<file path="src/rtl/axi_rr_master_mux.sv">
// Two-requester AXI master mux. Write path (AW/W/B) and read path (AR/R) are each
// owned by one requester per tenure, so responses route back without ID extension.

package ariane_axi_soc;
  typedef struct packed {
    logic [3:0]  id;
    logic [63:0] addr;
    logic [7:0]  len;
    logic [2:0]  size;
    logic [1:0]  burst;
    logic        lock;
    logic [3:0]  cache;
    logic [2:0]  prot;
    logic [3:0]  qos;
    logic [3:0]  region;
    logic [5:0]  atop;
    logic        user;
  } aw_chan_t;

  typedef struct packed {
    logic [63:0] data;
    logic [7:0]  strb;
    logic        last;
    logic        user;
  } w_chan_t;

  typedef struct packed {
    logic [3:0] id;
    logic [1:0] resp;
    logic       user;
  } b_chan_t;

  typedef struct packed {
    logic [3:0]  id;
    logic [63:0] addr;
    logic [7:0]  len;
    logic [2:0]  size;
    logic [1:0]  burst;
    logic        lock;
    logic [3:0]  cache;
    logic [2:0]  prot;
    logic [3:0]  qos;
    logic [3:0]  region;
    logic        user;
  } ar_chan_t;

  typedef struct packed {
    logic [3:0]  id;
    logic [63:0] data;
    logic [1:0]  resp;
    logic        last;
    logic        user;
  } r_chan_t;

  typedef struct packed {
    aw_chan_t aw;
    logic     aw_valid;
    w_chan_t  w;
    logic     w_valid;
    logic     b_ready;
    ar_chan_t ar;
    logic     ar_valid;
    logic     r_ready;
  } req_t;

  typedef struct packed {
    logic    aw_ready;
    logic    ar_ready;
    logic    w_ready;
    logic    b_valid;
    b_chan_t b;
    logic    r_valid;
    r_chan_t r;
  } resp_t;
endpackage

module axi_rr_master_mux #(
  parameter int unsigned MaxTxns = 8
) (
  input  logic                  clk_i,
  input  logic                  rst_ni,
  input  ariane_axi_soc::req_t  slv0_req_i,
  output ariane_axi_soc::resp_t slv0_resp_o,
  input  ariane_axi_soc::req_t  slv1_req_i,
  output ariane_axi_soc::resp_t slv1_resp_o,
  output ariane_axi_soc::req_t  mst_req_o,
  input  ariane_axi_soc::resp_t mst_resp_i
);

  localparam int unsigned     CntW   = $clog2(MaxTxns + 1);
  localparam logic [CntW-1:0] MaxCnt = CntW'(MaxTxns);
  localparam int unsigned     PathW  = 0;
  localparam int unsigned     PathR  = 1;

  typedef enum logic {StIdle, StBusy} path_state_e;

  path_state_e     state_q [2];
  path_state_e     state_d [2];
  logic            owner_q [2];
  logic            owner_d [2];
  logic            last_q  [2];
  logic            last_d  [2];
  logic            stop_q  [2];
  logic            stop_d  [2];
  logic [CntW-1:0] cnt_q   [2];
  logic [CntW-1:0] cnt_d   [2];

  ariane_axi_soc::req_t  slv_req  [2];
  ariane_axi_soc::resp_t slv_resp [2];

  // Per path, indexed by requester: request valid (aw_valid or ar_valid).
  logic [1:0] req_valid [2];
  logic [1:0] mst_rdy, busy, gate, fwd, hs, dec;

  assign slv_req[0]  = slv0_req_i;
  assign slv_req[1]  = slv1_req_i;
  assign slv0_resp_o = slv_resp[0];
  assign slv1_resp_o = slv_resp[1];

  always_comb begin
    req_valid[PathW] = {slv_req[1].aw_valid, slv_req[0].aw_valid};
    req_valid[PathR] = {slv_req[1].ar_valid, slv_req[0].ar_valid};
    mst_rdy[PathW]   = mst_resp_i.aw_ready;
    mst_rdy[PathR]   = mst_resp_i.ar_ready;
    for (int p = 0; p < 2; p++) begin
      busy[p] = (state_q[p] == StBusy);
      gate[p] = busy[p] & ~stop_q[p] & (cnt_q[p] < MaxCnt);
      fwd[p]  = gate[p] & req_valid[p][owner_q[p]];
      hs[p]   = fwd[p] & mst_rdy[p];
    end
    dec[PathW] = busy[PathW] & mst_resp_i.b_valid & slv_req[owner_q[PathW]].b_ready;
    dec[PathR] = busy[PathR] & mst_resp_i.r_valid & mst_resp_i.r.last
               & slv_req[owner_q[PathR]].r_ready;
  end

  always_ff @(posedge clk_i or negedge rst_ni) begin
    if (!rst_ni) begin
      for (int p = 0; p < 2; p++) begin
        state_q[p] <= StIdle;
        owner_q[p] <= 1'b0;
        last_q[p]  <= 1'b1;
        stop_q[p]  <= 1'b0;
        cnt_q[p]   <= '0;
      end
    end else begin
      for (int p = 0; p < 2; p++) begin
        state_q[p] <= state_d[p];
        owner_q[p] <= owner_d[p];
        last_q[p]  <= last_d[p];
        stop_q[p]  <= stop_d[p];
        cnt_q[p]   <= cnt_d[p];
      end
    end
  end

  always_comb begin
    for (int p = 0; p < 2; p++) begin
      state_d[p] = state_q[p];
      owner_d[p] = owner_q[p];
      last_d[p]  = last_q[p];
      stop_d[p]  = stop_q[p];
      cnt_d[p]   = cnt_q[p];
      if (hs[p] && !dec[p]) begin
        cnt_d[p] = cnt_q[p] + 1'b1;
      end else if (dec[p] && !hs[p] && cnt_q[p] != '0) begin
        cnt_d[p] = cnt_q[p] - 1'b1;
      end
      case (state_q[p])
        StIdle: begin
          if (|req_valid[p]) begin
            owner_d[p] = (&req_valid[p]) ? ~last_q[p] : req_valid[p][1];
            state_d[p] = StBusy;
          end
        end
        StBusy: begin
          // Only stop once the owner's pending request can no longer be withdrawn.
          if (req_valid[p][~owner_q[p]] && (hs[p] || !req_valid[p][owner_q[p]])) begin
            stop_d[p] = 1'b1;
          end
          if (stop_q[p] && cnt_d[p] == '0) begin
            state_d[p] = StIdle;
            last_d[p]  = owner_q[p];
            stop_d[p]  = 1'b0;
          end
        end
        default: state_d[p] = StIdle;
      endcase
    end
  end

  always_comb begin
    mst_req_o          = '0;
    mst_req_o.aw       = slv_req[owner_q[PathW]].aw;
    mst_req_o.w        = slv_req[owner_q[PathW]].w;
    mst_req_o.ar       = slv_req[owner_q[PathR]].ar;
    mst_req_o.aw_valid = fwd[PathW];
    mst_req_o.ar_valid = fwd[PathR];
    for (int s = 0; s < 2; s++) begin
      slv_resp[s]   = '0;
      slv_resp[s].b = mst_resp_i.b;
      slv_resp[s].r = mst_resp_i.r;
    end
    if (busy[PathW]) begin
      slv_resp[owner_q[PathW]].aw_ready = gate[PathW] & mst_resp_i.aw_ready;
      mst_req_o.w_valid                 = slv_req[owner_q[PathW]].w_valid;
      slv_resp[owner_q[PathW]].w_ready  = mst_resp_i.w_ready;
      mst_req_o.b_ready                 = slv_req[owner_q[PathW]].b_ready;
      slv_resp[owner_q[PathW]].b_valid  = mst_resp_i.b_valid;
    end
    if (busy[PathR]) begin
      slv_resp[owner_q[PathR]].ar_ready = gate[PathR] & mst_resp_i.ar_ready;
      mst_req_o.r_ready                 = slv_req[owner_q[PathR]].r_ready;
      slv_resp[owner_q[PathR]].r_valid  = mst_resp_i.r_valid;
    end
  end

  // A response with nothing outstanding means the downstream port broke protocol.
  dec_at_zero_w: assert property (@(posedge clk_i) disable iff (!rst_ni)
    !(dec[PathW] && cnt_q[PathW] == '0));
  dec_at_zero_r: assert property (@(posedge clk_i) disable iff (!rst_ni)
    !(dec[PathR] && cnt_q[PathR] == '0));

endmodule

</file>
<file path="config.mk">
export PLATFORM = sky130hd
export DESIGN_NAME = axi_rr_master_mux
export DESIGN_NICKNAME = d
export VERILOG_FILES = /design/src/rtl/axi_rr_master_mux.sv
export SDC_FILE = /design/constraint.sdc
export NUM_CORES = 1
export LEC_CHECK = 0
export ABC_AREA = 1
export BUFFER_PORTS_ARGS = -buffer_cell sky130_fd_sc_hd__buf_2
export CAP_MARGIN = 5
export CORE_AREA = 4 4 429 431
export DETAILED_ROUTE_END_ITERATION = 7
export DIE_AREA = 0 0 433 435
export GPL_TIMING_DRIVEN = 0
export SYNTH_ARGS = -nofsm -noshare
export SYNTH_HDL_FRONTEND = slang
export SYNTH_SLANG_ARGS = --single-unit
</file>
<file path="constraint.sdc">
create_clock -name clk_i -period 2.6 [get_ports clk_i]
set_clock_uncertainty 0.1 [all_clocks]
set_input_delay 0.39 -clock clk_i [delete_from_list [all_inputs] [get_ports clk_i]]
set_output_delay 0.39 -clock clk_i [all_outputs]
set_load 0.01 [all_outputs]
</file>
; After elaboration in Yosys (flattened, before gate mapping)
; Index checks and enable logic that the tools add are counted.
[word_totals]
mem_count = 0
reg_bits = 16
elab_cells = 134
ram_bits = 0
input_bits = 648
mem_bits_ro = 0
latch_bits = 0
out_inout_bits = 449
[classes]
n_reduce_logical = 36
multipliers = 0
n_eq_ne = 0
addsub = 4
n_lt_le_gt_ge = 10
shift = 0
n_bitwise = 25
n_mux = 49
n_div = 0
[ops]
columns = operator, n
row1 = $mux 281, 3
row2 = $bwmux 168, 5
row3 = $demux 84 s1, 5
row4 = $mux 168, 2
row5 = $mux 100, 3
row6 = $mux 84, 1
row7 = $mux 83, 1
row8 = $mux 82, 1
row9 = $mux 81, 1
row10 = $mux 73, 1
row11 = $mux 1, 19
row12 = $mux 4, 4
row13 = $reduce_and 2->1, 8
row14 = $and 1x1->1, 15
row15 = $logic_and 1x1->1, 12
row16 = $add 4x1->4 const B, 2
row17 = $logic_not 4->1, 2
row18 = $lt 1x2->1 const B, 4
row19 = $lt 4x4->1 const B, 2
row20 = $not 1->1, 8
row21 = $reduce_bool 4->1, 2
row22 = $sub 4x1->4 const B, 2
row23 = $logic_not 1->1, 6
row24 = $ge 2x2->1 const B, 2
row25 = other kinds (7), 13

; Logic depth before layout (Yosys ltp)
; Gate-level depths: netlist of run 1.
[depth]
word_depth = 14
depth_mapped = 14
mapped_depth_nobuf = 14

; Least setup slack after synthesis of run 1
; OpenSTA, ideal clock, no wires.
[synth_path]
path_type = register to output
startpoint = reg owner_q[0] (netlist name)
endpoint = out mst_req_o[27] (netlist name)
stages_incl_launch_ff = 6
required_time_ns = 2.110
n_path_buf = 2
arrival_time_ns = 1.178
slack_ns = 0.932
path_cell_list = dfrtp_1 inv_2 clkbuf_1 clkbuf_1 nand2_1 nand2_1
[synth_rtl]
columns = element, line_no
row1 = "start, declared", 99  ; logic owner_q [2];
row2 = "start signal, assigned by index", 148  ; owner_q[p] <= owner_d[p];
row3 = "end, declared", 86  ; output ariane_axi_soc::req_t mst_req_o,

==> impl_metrics.yaml, run 1 <==
run_status:
  status: "finished, final reports clean"
final_layout:
  synthToLayoutAreaGrowth_pct: 146
  final_common_cell: "buf_2"
  design_area_um2: 14300
  layout.nets: 2922
  layout_common_cells: "buf_2 (1020), nand2_1 (866), buf_4 (160)"
  fin_cells: 4707
  num-fill-cells: 21600
  drive_gt1_share_pct: 56.1
logic_synthesis:
  avgSynthCellArea_um2: 4.67
  synth_seq_cells: 16
  ys.flop_type: "dfrtp_1"
  syn_inst: 1249
  synthArstFlopShare_pct: 100
  synth_area_um2: 5840
  syn-num-nets: 1901
  synth_edf_count: 0
  ys_seq_area_share_pct: 6.90
  synth_warnings: 0
  yosysUniqueCellTypes: 25
cts:
  cts_max_path_buffers: 2
  cts-htree-levels: 1
  numClockSinks: 16
  clk_latency_ns: 0.25
  post-cts-setup-buffers: 0
  ctsRootBufferMaster: "clkbuf_16"
  cts_buffers: 3
  clkSlewWorstSetupHoldPaths_ns: 0.05
  cts_tree: "built"
power_and_ir_drop:
  combinationalPowerShare_pct: 93.5
  power.share.clock_pct: 2.6
  p_leak_nw: 8.26
  switching_share_pct: 70.8
  p_seq_share_pct: 3.9
  power_density_nw_per_um2: 841
  p_sw_mw: 8.54
  peakVddDrop_mv: 0.282
  p_int_mw: 3.52
sta:
  max_freq_ghz: 0.395
  period_share_pct: 97.4
  setup_viol: 0
  maxSlewHeadroom_pct: 56.8
  max_slew.worst_pin.slew_ns: 0.648
  hold_ws_ns: 0.340
  final.min_clock_period_ns: 2.53
  slew_viol_final: 0
  tns_ns: 0
  hold_viol_final: 0
floorplanning:
  core_region_area_um2: 180000
  ios: 1097
  rows: 156
  fp.dieH_um: 435
  die-area_um2: 188000
  start_util_pct: 3.24
  die_x_um: 433
worst_setup_path:
  start_kind: "register"
  arrival_ns: 2.04
  critPathSlowestCell: "dfrtp_1"
  timing.rr.end: "last_q[0]"
  critPathCapture: "mst_req_o[186]"
  r2r_cells: 12
  crit_path_max_incr_delay_ns: 0.44
  reg2reg_setup_slack_ns: 0.41
  crit_chain: "inv_2 > clkbuf_8 > clkbuf_8 > nand2_1 > nand2_1 > buf_2"
  rr_startpoint: "cnt_q[3]"
  crit_path_start: "owner_q[1]"
  worstPathRequired_ns: 2.11
  path_class: "reg2out"
  end_kind: "primary output"
  cp_max_fo: 19
drt:
  dr_total_vias: 12900
  postRouteAntennaNets: 0
  drc: 0
  routed_wl_um: 153000
  viasPerCell: 2.75
  first_pass_iters: 7
  dr.first_iter.drc_count: 1364
  wl_per_cell_um: 32.5
global_routing:
  grt_use_total_pct: 15.4
  grt_pass1_vias: 11200
  grt_start_max_net_pins: 17
  antenna_found_initial: 198
  grt_overflow_total: 0
  grt_pass1_wl_um: 175000
placed_design:
  gp_congestion: 1.11
  portBuffers: 1018
  postPlaceCellArea_um2: 13900
  dp_cells: 4637
  hpwlAfterDp_um: 146000
flow_run:
  cap_violations: 0
hold_path:
  hp-class: "in2reg"
  hold_depth: 3
[synthesized netlist by cell type (4+ instances only)]
cell type | instances | area share [%]
nand2_1 | 884 | 57
buf_4 | 159 | 20
clkbuf_1 | 62 | 4.0
inv_1 | 29 | 1.9
nor2_1 | 22 | 1.4
nand3_1 | 19 | 1.6
dfrtp_1 | 14 | 6.0
a21oi_1 | 9 | 0.77
inv_2 | 7 | 0.45
nand4_1 | 7 | 0.75
nand3_2 | 5 | 0.86
nor2_2 | 5 | 0.54
ha_1 | 4 | 0.86
nor3_1 | 4 | 0.34
[critical path, delay by kind of cell (launching register included)]
family        cells  cell delay [ns]
simple gates      2             0.35
flops             1             0.44
buf+inv           4             0.92
[flip-flops by register name, indices dropped and copies added (netlist names)]
signal,flops
cnt_q,8
busy,2
last_q,2
owner_q,2
stop_q,2
[power groups by stage]
stage	logic (mW)	registers [mW]	clock network [mW]
2_1_floorplan	4.24	0.442	0
3_3_place_gp	11.6	0.470	0
3_5_place_dp	11.7	0.471	0
4_1_cts	11.8	0.471	0.321
5_1_grt	12.1	0.496	0.332
6_report	11.3	0.471	0.309
[layer usage]
metal	vias to the layer above	track usage, %	routed length (um)	share of wire (%)
met3	360	7.50	18100	12
met5	-	0.154	704	0.46
met2	1079	29.6	80500	53
met1	5711	14.4	47900	31
met4	96	3.82	5910	3.9
li1	5701	-	-	-
[metrics by stage]
step / power [mW] / setup WS (ns) / util, %
final: 12.1 / 0.0685 / 7.96
after global routing: 12.9 / -0.00157 / 7.91
after CTS: 12.6 / -0.132 / 7.85
after detailed placement: 12.1 / -0.741 / 7.72
after global placement: 12.1 / -1.46 / 7.71
after floorplan: 4.69 / 0.932 / -
[cell families after synthesis]
family	synth area share, %
compound gates	1.46
flops	6.90
buf+inv	26.8
fa+ha+maj	0.857
simple gates	63.4
xor+xnor	0.600
[how the worst min path moves through the flow]
stage / startpoint / slack, ns / to
floorplan: rst_ni / -0.006 / busy[0]
global placement: rst_ni / 0.27 / cnt_q[7]
detailed placement: rst_ni / 0.27 / cnt_q[7]
CTS: slv1_req_i[1] / 0.34 / owner_q[0]
global route: slv1_req_i[1] / 0.37 / owner_q[0]
finish: slv1_req_i[1] / 0.34 / owner_q[0]
[layout make-up]
type | instances | area (um^2) | area share [%]
Clock buffer | 3 | 75.1 | 0.524
Sequential cell | 16 | 404 | 2.82
Multi-Input combinational cell | 975 | 3910 | 27.3
Antenna cell | 69 | 173 | 1.20
Buffer | 219 | 1560 | 10.9
Inverter | 36 | 138 | 0.960
Tap cell | 2370 | 2970 | 20.7
Timing Repair Buffer | 1019 | 5100 | 35.6
[what timing repair did]
action	4_1_cts	5_1_grt
endpoints found under the hold margin	7	0
setup endpoints to repair	269	76
gates resized for setup	73	23
hold buffers	1	0
Power figures use the tool's default switching activity.
==> inputs of run 2 (changes only) <==
BUFFER_PORTS_ARGS = default   (was -buffer_cell sky130_fd_sc_hd__buf_2)
CORE_AREA = 4 4 422 424   (was 4 4 429 431)
DIE_AREA = 0 0 426 428   (was 0 0 433 435)
DONT_BUFFER_PORTS = 1   (was default)
==> run 2 against run 1 <==
  * The run now ends with DRC left
  * First-iteration DRC count down 25%
  * Critical path depth fell by 1
  * Combinational power is 20% lower
  * Core utilization decreased by 2.7 points
  * Clock-buffer cell count did not move
  * Maximum frequency shrank 1.1%
  * Final cell count is 23% lower
  * Die area fell by 3.2%
  * Critical path type unchanged
  * Critical endpoint is now mst_req_o[108]
  * Largest cell class is now multi-input gates
==> impl_metrics.yaml, run 2 (synthesized netlist as in run 1, its figures left out) <==
sta:
  hold_viol_final: 0
  maxSlewHeadroom_pct: 27.3
  slew_viol_final: 0
  setup_viol: 0
  max_slew.worst_pin.slew_ns: 1.09
  period_share_pct: 98.5
  rsz0062_at_grt: "false"
  tns_ns: 0
  max_freq_ghz: 0.391
  hold_ws_ns: 0.208
  final.min_clock_period_ns: 2.56
power_and_ir_drop:
  peakVddDrop_mv: 0.363
  p_total_mw: 9.82
  p_leak_nw: 4.20
  power_density_nw_per_um2: 1060
worst_setup_path:
  cp_common_cell: "nand2_1"
  r2r_cells: 12
  cp_max_fo: 10
  start_kind: "register"
  rr_startpoint: "cnt_q[3]"
  crit_path_max_incr_delay_ns: 0.44
  critPathSlowestCell: "clkbuf_2"
  timing.rr.end: "last_q[0]"
  reg2reg_setup_slack_ns: 0.37
  crit_chain: "inv_2 > clkbuf_4 > clkbuf_2 > nand2_1 > nand2_1"
  worstPathRequired_ns: 2.11
  crit_buf_inv: 3
  end_kind: "primary output"
  path_delay_family: "buffers and inverters"
  arrival_ns: 2.07
  path_class: "reg2out"
cts:
  ctsRootBufferMaster: "clkbuf_16"
  cts_tree: "built"
  cts-htree-levels: 1
  post-cts-setup-buffers: 0
  numClockSinks: 16
  clkSlewWorstSetupHoldPaths_ns: 0.05
  clk_latency_ns: 0.25
  cts_max_path_buffers: 2
  cts_buffers: 3
global_routing:
  antenna_found_initial: 176
  grt_start_max_net_pins: 17
  grt_pass1_vias: 7907
  grt_pass1_wl_um: 170000
  grt_overflow_total: 0
  grt_use_total_pct: 15.9
drt:
  routed_wl_um: 153000
  first_pass_iters: 8
  viasPerCell: 2.59
  postRouteAntennaNets: 0
  wl_met1_um: 42500
  met2_length_um: 79800
  dr.first_iter.drc_count: 1021
  highest_layer: "met5"
  dr_total_vias: 9404
  wl_per_cell_um: 42.1
  wl_met3_um: 24900
  drc: 15
run_status:
  status: "finished, violations left"
  violations: "DRC"
flow_run:
  cap_violations: 0
hold_path:
  hold_end: "owner_q[0]"
  min_from: "slv1_req_i[1]"
  hold_depth: 2
  hp-class: "in2reg"
placed_design:
  postPlaceCellArea_um2: 8800
  hpwlAfterDp_um: 147000
  gp_congestion: 1.23
  portBuffers: 0
final_layout:
  largest_reg_flops: 8
  top_register: "cnt_q"
  design_area_um2: 9220
  finish.utilization_pct: 5.31
  layout_common_cells: "nand2_1 (852), buf_4 (159), nand2_2 (32)"
  final_common_cell: "nand2_1"
  layout.nets: 1910
  synthToLayoutAreaGrowth_pct: 58.0
  drive_gt1_share_pct: 21.8
floorplanning:
  die_x_um: 426
  die-area_um2: 182000
  fp.dieH_um: 428
  start_util_pct: 3.36
  ios: 1097
  core_region_area_um2: 174000
  rows: 153
## run 2: worst max-delay path by stage
stage | start | to | slack (ns) | cells past startpoint
finish | owner_q[1] | mst_req_o[108] | 0.04 | 5
global route | owner_q[1] | mst_req_o[243] | 0.00007 | 5
CTS | owner_q[1] | mst_req_o[126] | 0.000005 | 5
detailed placement | owner_q[1] | mst_req_o[276] | -1.07 | 4
global placement | owner_q[0] | mst_req_o[91] | -1.20 | 5
floorplan | owner_q[0] | mst_req_o[27] | 0.93 | 5
## run 2: metal layers
layer / up-vias / global-route usage (%)
li1: 3656 / -
met1: 4279 / 12.9
met2: 1024 / 29.6
met3: 333 / 12.2
met4: 112 / 3.58
met5: - / 2.33
## run 2: repair_timing
item | CTS | global route
hold buffers | 1 | 0
endpoints found under the hold margin | 16 | 0
endpoints found under the setup margin | 288 | 51
gates resized for setup | 84 | 30
## run 2: final cells by class
| type | instances | area (um^2) |
|---|---|---|
| tap | 2325 | 2910 |
| antenna | 54 | 135 |
| inverter | 36 | 135 |
| buffer | 222 | 1530 |
| multi-input combinational | 975 | 3970 |
| clock buffer | 3 | 75.1 |
| sequential | 16 | 403 |
| timing repair buffer | 4 | 67.6 |
| fill | 20900 | 165000 |
## run 2: power by group
group | total (mW) | internal (mW) | switching (mW)
Clock | 0.299 | 0.202 | 0.0971
Sequential | 0.468 | 0.361 | 0.107
Combinational | 9.05 | 1.52 | 7.53
## run 2: metrics by stage
stage | std cells | worst slack (ns)
after detailed placement | 3577 | -1.07
after floorplan | 1249 | 0.932
final | 3635 | 0.0395
after global routing | 3596 | 0.0000699
after global placement | 3574 | -1.20
after CTS | 3581 | 0.00000488
## run 2: worst reg2reg max path, cell delays in order, from the launching register on
cell	delay, ns
dfrtp_1	0.43
inv_1	0.10
nand4_1	0.49
nor2_2	0.35
nand2_4	0.11
nand2_1	0.08
nand2_1	0.04
nand2_1	0.08
nand2_1	0.06
nor2_2	0.15
nand2_1	0.07
nand2_1	0.06
nand2_1	0.04
